### src/rtl/vga_timing_if.sv
// Signal bundle between the VGA timing generator, the pixel colour source and the DAC pins.
// Optional frame counter member is present only when VGA_FRAME_CNT_EN is defined.
interface vga_timing_if;
   logic [10:0] draw_x;
   logic [9:0]  draw_y;
   logic [3:0]  r_in;
   logic [3:0]  g_in;
   logic [3:0]  b_in;
   logic [3:0]  vga_r;
   logic [3:0]  vga_g;
   logic [3:0]  vga_b;
   logic        vga_hs;
   logic        vga_vs;
   logic        video_on;
   logic        frame_start;
`ifdef VGA_FRAME_CNT_EN
   logic [15:0] frame_cnt;
`endif

   modport master (
      input  r_in, g_in, b_in,
      output draw_x, draw_y, vga_r, vga_g, vga_b, vga_hs, vga_vs, video_on, frame_start
`ifdef VGA_FRAME_CNT_EN
      , output frame_cnt
`endif
   );

   modport slave (
      output r_in, g_in, b_in,
      input  draw_x, draw_y, vga_r, vga_g, vga_b, vga_hs, vga_vs, video_on, frame_start
`ifdef VGA_FRAME_CNT_EN
      , input frame_cnt
`endif
   );
endinterface

### src/rtl/vga_timing.sv
// 1440x900 VGA timing generator (1904x932 total) with one-cycle registered, blank-gated outputs.
// Define VGA_FRAME_CNT_EN to add a 16-bit wrapping frame counter on the interface.
module vga_timing (
   input  logic          clk,
   input  logic          rst_n,
   vga_timing_if.master  bus
);

   localparam logic [10:0] H_VISIBLE    = 11'd1440;
   localparam logic [10:0] H_SYNC_START = 11'd1520;
   localparam logic [10:0] H_SYNC_END   = 11'd1671;
   localparam logic [10:0] H_MAX        = 11'd1903;
   localparam logic [9:0]  V_VISIBLE    = 10'd900;
   localparam logic [9:0]  V_SYNC_START = 10'd901;
   localparam logic [9:0]  V_SYNC_END   = 10'd903;
   localparam logic [9:0]  V_MAX        = 10'd931;

   logic [10:0] h_cnt;
   logic [10:0] h_next;
   logic [9:0]  v_cnt;
   logic [9:0]  v_next;
   logic        h_wrap;
   logic        visible;
   logic        hs_next;
   logic        vs_next;
   logic        start_next;

   // Wrap tests use >= so a counter can never run past its maximum.
   always_comb begin
      h_wrap     = (h_cnt >= H_MAX);
      h_next     = h_wrap ? 11'd0 : h_cnt + 11'd1;
      v_next     = v_cnt;
      if (h_wrap) begin
         v_next = (v_cnt >= V_MAX) ? 10'd0 : v_cnt + 10'd1;
      end
      visible    = (h_cnt < H_VISIBLE) && (v_cnt < V_VISIBLE);
      hs_next    = !((h_cnt >= H_SYNC_START) && (h_cnt <= H_SYNC_END));
      vs_next    = (v_cnt >= V_SYNC_START) && (v_cnt <= V_SYNC_END);
      start_next = (h_cnt == 11'd0) && (v_cnt == 10'd0);
   end

   always_ff @(posedge clk or negedge rst_n) begin
      if (!rst_n) begin
         h_cnt <= 11'd0;
         v_cnt <= 10'd0;
      end else begin
         h_cnt <= h_next;
         v_cnt <= v_next;
      end
   end

   assign bus.draw_x = h_cnt;
   assign bus.draw_y = v_cnt;

   // Every registered output is decoded from the counter pair of the cycle before.
   always_ff @(posedge clk or negedge rst_n) begin
      if (!rst_n) begin
         bus.vga_r       <= 4'd0;
         bus.vga_g       <= 4'd0;
         bus.vga_b       <= 4'd0;
         bus.vga_hs      <= 1'b1;
         bus.vga_vs      <= 1'b0;
         bus.video_on    <= 1'b0;
         bus.frame_start <= 1'b0;
      end else begin
         bus.vga_r       <= visible ? bus.r_in : 4'd0;
         bus.vga_g       <= visible ? bus.g_in : 4'd0;
         bus.vga_b       <= visible ? bus.b_in : 4'd0;
         bus.vga_hs      <= hs_next;
         bus.vga_vs      <= vs_next;
         bus.video_on    <= visible;
         bus.frame_start <= start_next;
      end
   end

`ifdef VGA_FRAME_CNT_EN
   always_ff @(posedge clk or negedge rst_n) begin
      if (!rst_n) begin
         bus.frame_cnt <= 16'd0;
      end else if (start_next) begin
         bus.frame_cnt <= bus.frame_cnt + 16'd1;
      end
   end
`endif

endmodule

### src/flat_wrapper.sv
// flat-port wrapper written by rule: the top's interface ports become plain ports
module vga_timing_flat 
  (clk, rst_n, bus_r_in, bus_g_in, bus_b_in, bus_draw_x, bus_draw_y, bus_vga_r, bus_vga_g, bus_vga_b, bus_vga_hs, bus_vga_vs, bus_video_on, bus_frame_start);
  vga_timing_if bus_i ();
  input  logic clk;
  input  logic rst_n;
  input wire logic [$bits(bus_i.r_in)-1:0] bus_r_in;
  input wire logic [$bits(bus_i.g_in)-1:0] bus_g_in;
  input wire logic [$bits(bus_i.b_in)-1:0] bus_b_in;
  output wire logic [$bits(bus_i.draw_x)-1:0] bus_draw_x;
  output wire logic [$bits(bus_i.draw_y)-1:0] bus_draw_y;
  output wire logic [$bits(bus_i.vga_r)-1:0] bus_vga_r;
  output wire logic [$bits(bus_i.vga_g)-1:0] bus_vga_g;
  output wire logic [$bits(bus_i.vga_b)-1:0] bus_vga_b;
  output wire logic [$bits(bus_i.vga_hs)-1:0] bus_vga_hs;
  output wire logic [$bits(bus_i.vga_vs)-1:0] bus_vga_vs;
  output wire logic [$bits(bus_i.video_on)-1:0] bus_video_on;
  output wire logic [$bits(bus_i.frame_start)-1:0] bus_frame_start;
  assign bus_i.r_in = bus_r_in;
  assign bus_i.g_in = bus_g_in;
  assign bus_i.b_in = bus_b_in;
  assign bus_draw_x = bus_i.draw_x;
  assign bus_draw_y = bus_i.draw_y;
  assign bus_vga_r = bus_i.vga_r;
  assign bus_vga_g = bus_i.vga_g;
  assign bus_vga_b = bus_i.vga_b;
  assign bus_vga_hs = bus_i.vga_hs;
  assign bus_vga_vs = bus_i.vga_vs;
  assign bus_video_on = bus_i.video_on;
  assign bus_frame_start = bus_i.frame_start;
  vga_timing u_core (.clk(clk), .rst_n(rst_n), .bus(bus_i));
endmodule
### config.mk
export PLATFORM = sky130hd
export DESIGN_NAME = vga_timing_flat
export DESIGN_NICKNAME = d
export VERILOG_FILES = /design/src/rtl/vga_timing_if.sv /design/src/rtl/vga_timing.sv /design/src/flat_wrapper.sv
export SDC_FILE = /design/constraint.sdc
export NUM_CORES = 1
export LEC_CHECK = 0
export ABC_AREA = 1
export BUFFER_PORTS_ARGS = -buffer_cell sky130_fd_sc_hd__buf_2
export CAP_MARGIN = 20
export CORE_ASPECT_RATIO = 1.5
export CORE_MARGIN = 2
export CORE_UTILIZATION = 40
export CTS_CLUSTER_SIZE = 8
export DETAILED_ROUTE_END_ITERATION = 6
export SLEW_MARGIN = 20
export SYNTH_ARGS = -nofsm -noshare
export SYNTH_HDL_FRONTEND = slang
export SYNTH_SLANG_ARGS = --single-unit
### constraint.sdc
create_clock -name clk -period 2 [get_ports clk]
set_clock_uncertainty 0.1 [all_clocks]
set_input_delay 0.2 -clock clk [delete_from_list [all_inputs] [get_ports clk]]
set_output_delay 0.2 -clock clk [all_outputs]
set_load 0.02 [all_outputs]
==> results_dict.tcl <==
set metrics [dict create \
    final_cell_mix "nand2_1, buf_2, nor2_1" \
    synth_cell_type_count 29 \
    final_common_cell "nand2_1" \
    reg2regPathDepth 8 \
    drt-wirelength-per-cell_um 12.3 \
    worst_setup_path_start_kind "flop" \
    ys_ff_latch 37 \
    design.core.area_mm2 0.00454 \
    fin_crit_sh_pct 82.5 \
    reg2reg_slack_ps 350 \
    grt_use_total_pct 18.1 \
    first_iter_violations 63 \
    synth_fp_nets 258 \
    cts_root_buffer "clkbuf_8" \
    io_pins 51 \
    status "completed" \
    internal-power_mw 1.07 \
    firstDrtPassIters 4 \
    grt_pass1_vias 1585 \
    syn_inst 238 \
    holdCritPathClass "in -> reg" \
    crit_type "reg -> reg" \
    end_kind "flop" \
    area_delta_synth_final_pct 22.1 \
    num-fill-cells 443 \
    setup_tns_ps 0 \
    die_w_um 60.3 \
    rsz0062_at_grt "false" \
    synth.avg_cell_area_um2 8.00 \
    hold-path-endpoint "u_core.bus.vga_r[0]" \
    maxCapViolCount 0 \
    placementRows 30 \
    ir_drop_uv 386 \
    ys_warn_count 0 \
    placed_area_mm2 0.00223 \
    drive_gt1_share_pct 24.4 \
    cts_max_level 2 \
    cp_max_fo 16 \
    p_switching_uw 309 \
    start_util_pct 41.9 \
    fin_nets 314 \
    worstPathArrival_ps 1760 \
    power.share.clock_pct 39.5 \
    ctsResizeCount 0 \
    dieArea_mm2 0.00534 \
    drc 0 \
    syn_area_mm2 0.00190 \
    finalCriticalPeriod_ps 1650 \
    power_frac_seq_pct 55.4 \
    hpwl_um 3280 \
    cts_setup_buffers 0 \
    cts_max_path_buffers 2 \
    cp.required_ps 2110 \
    cts_tree "built" \
    setup_viol 0 \
    drv_slew 0 \
    holdBufCountCts 1 \
    insertion_delay_ps 290 \
    place_congestion 0.858 \
    num_vias 1676 \
    swShare_pct 22.5 \
    grt_first_pass_wirelength_um 7200 \
    fmax_mhz 606 \
    hold_viol 0 \
    wl_um 4410 \
    timing.rr.end "u_core.bus.draw_x[8]" \
    postRouteAntennaNets 0 \
    portBuffers 50 \
    powerDensity_mw_per_mm2 592 \
    r2r-start "u_core.bus.draw_x[0]" \
    viasPerCell 4.67 \
    cts_buffers 5 \
    p_comb_share_pct 5.1 \
    insertedDiodeCount 0 \
    grt_antenna_before_repair 0 \
    postLayoutCellArea_mm2 0.00233 \
    ys_seq_area_share_pct 48.7 \
    hold_path_depth 3 \
    cts.sinks 37 \
    p_leak_nw 1.28 \
    die_y_um 88.5 \
    tightest_slew_ps 584 \
    min_from "bus_r_in[0]" \
    grt-ovfl-total 0 \
    slew_headroom_pct 61.1 \
    grt_max_degree 25 \
    clkTransAtPathRegs_ps 70 \
]
[synth_stat cells]
cell type  count  share of area (%)
nand2_1       56                 11
nor2_1        40                7.9
inv_1         37                7.3
dfrtp_1       36                 47
nand3_1       14                3.7
nor3_1         8                2.1
ha_1           6                3.9
a21oi_1        4                1.1
nand4_1        4                1.3
xor2_1         4                1.8
buf_2          3               0.79
nand3_2        3                1.6
o21ai_0        3               0.79
inv_2          2               0.39
nand4_2        2                1.3
nor4_1         2               0.66
o21ai_1        2               0.53
a211oi_1       1               0.39
a21oi_4        1               0.85
a31oi_1        1               0.33
and3_1         1               0.33
buf_6          1               0.59
clkbuf_2       1               0.26
dfstp_2        1                1.4
inv_4          1               0.33
nand2_4        1               0.59
nand3b_1       1               0.39
nor2_4         1               0.59
o21ai_2        1               0.46
[cell type report]
cell class                 instances  area [µm²]  area share [%]
sequential                        37         927            39.9
tap                               64        80.1            3.44
multi-input combinational        156         793            34.1
inverter                          40         153            6.56
clock buffer                       8        90.1            3.87
timing repair buffer              54         283            12.2
[kinds of logic after synthesis]
group / count (synthesis) / synth area share (%)
simple gates: 133 / 31.5
buf+inv: 45 / 9.66
fa+ha+maj: 6 / 3.94
flops: 37 / 48.7
compound gates: 13 / 4.40
xor+xnor: 4 / 1.84
[power groups by stage]
stage          clock [mW]  sequential [mW]  combinational [mW]
6_report            0.544            0.762              0.0699
5_1_grt             0.594            0.763              0.0792
4_1_cts             0.556            0.762              0.0719
3_5_place_dp            0            0.777              0.0704
3_3_place_gp            0            0.776              0.0701
2_1_floorplan           0            0.794             0.00955
[metal layers]
layer	vias to the layer above	wire length, µm	global-route usage, %
met5	-	0	0
met4	0	128	7.88
met3	12	160	3.07
met2	39	2260	30.8
met1	770	1860	22.1
li1	855	-	-
[per-stage QoR]
stage	utilization, %	total power [mW]	hold WS (ps)	std cells	setup WS [ps]
final	51.2	1.38	5.29	359	350
after global routing	51.2	1.44	2.07	359	148
after CTS	51.2	1.39	3.81	359	338
after detailed placement	49.0	0.847	130	350	321
after global placement	49.0	0.847	129	350	372
after floorplan	-	0.804	-196	238	386
[worst max-delay path: stages (launching register included)]
cell,delay [ps]
dfrtp_1,430
ha_1,270
nand3_2,90
nand2_1,70
inv_2,60
nand3_2,90
nand2_4,210
inv_4,100
nor3_1,140
[registers in the layout (all words and copies together), names as in the netlist]
register,count
u_core.bus.draw_x,11
u_core.bus.draw_y,10
u_core.bus.frame_start,1
u_core.bus.vga_b,4
u_core.bus.vga_g,4
u_core.bus.vga_hs,1
u_core.bus.vga_r,4
u_core.bus.vga_vs,1
u_core.bus.video_on,1
[worst max path at each step]
stage	from	to	slack, ps	cells after the start
3_3_place_gp	u_core.bus.draw_x[0]	u_core.bus.draw_x[4]	370	8
5_1_grt	u_core.bus.draw_x[0]	u_core.bus.draw_x[4]	150	8
3_5_place_dp	u_core.bus.draw_x[0]	u_core.bus.draw_x[4]	320	8
4_1_cts	u_core.bus.draw_x[0]	u_core.bus.draw_x[4]	340	8
6_report	u_core.bus.draw_x[0]	u_core.bus.draw_x[8]	350	8
2_1_floorplan	u_core.bus.draw_x[0]	u_core.bus.draw_y[0]	390	9
Note: power is estimated with default switching activity, not from simulation.
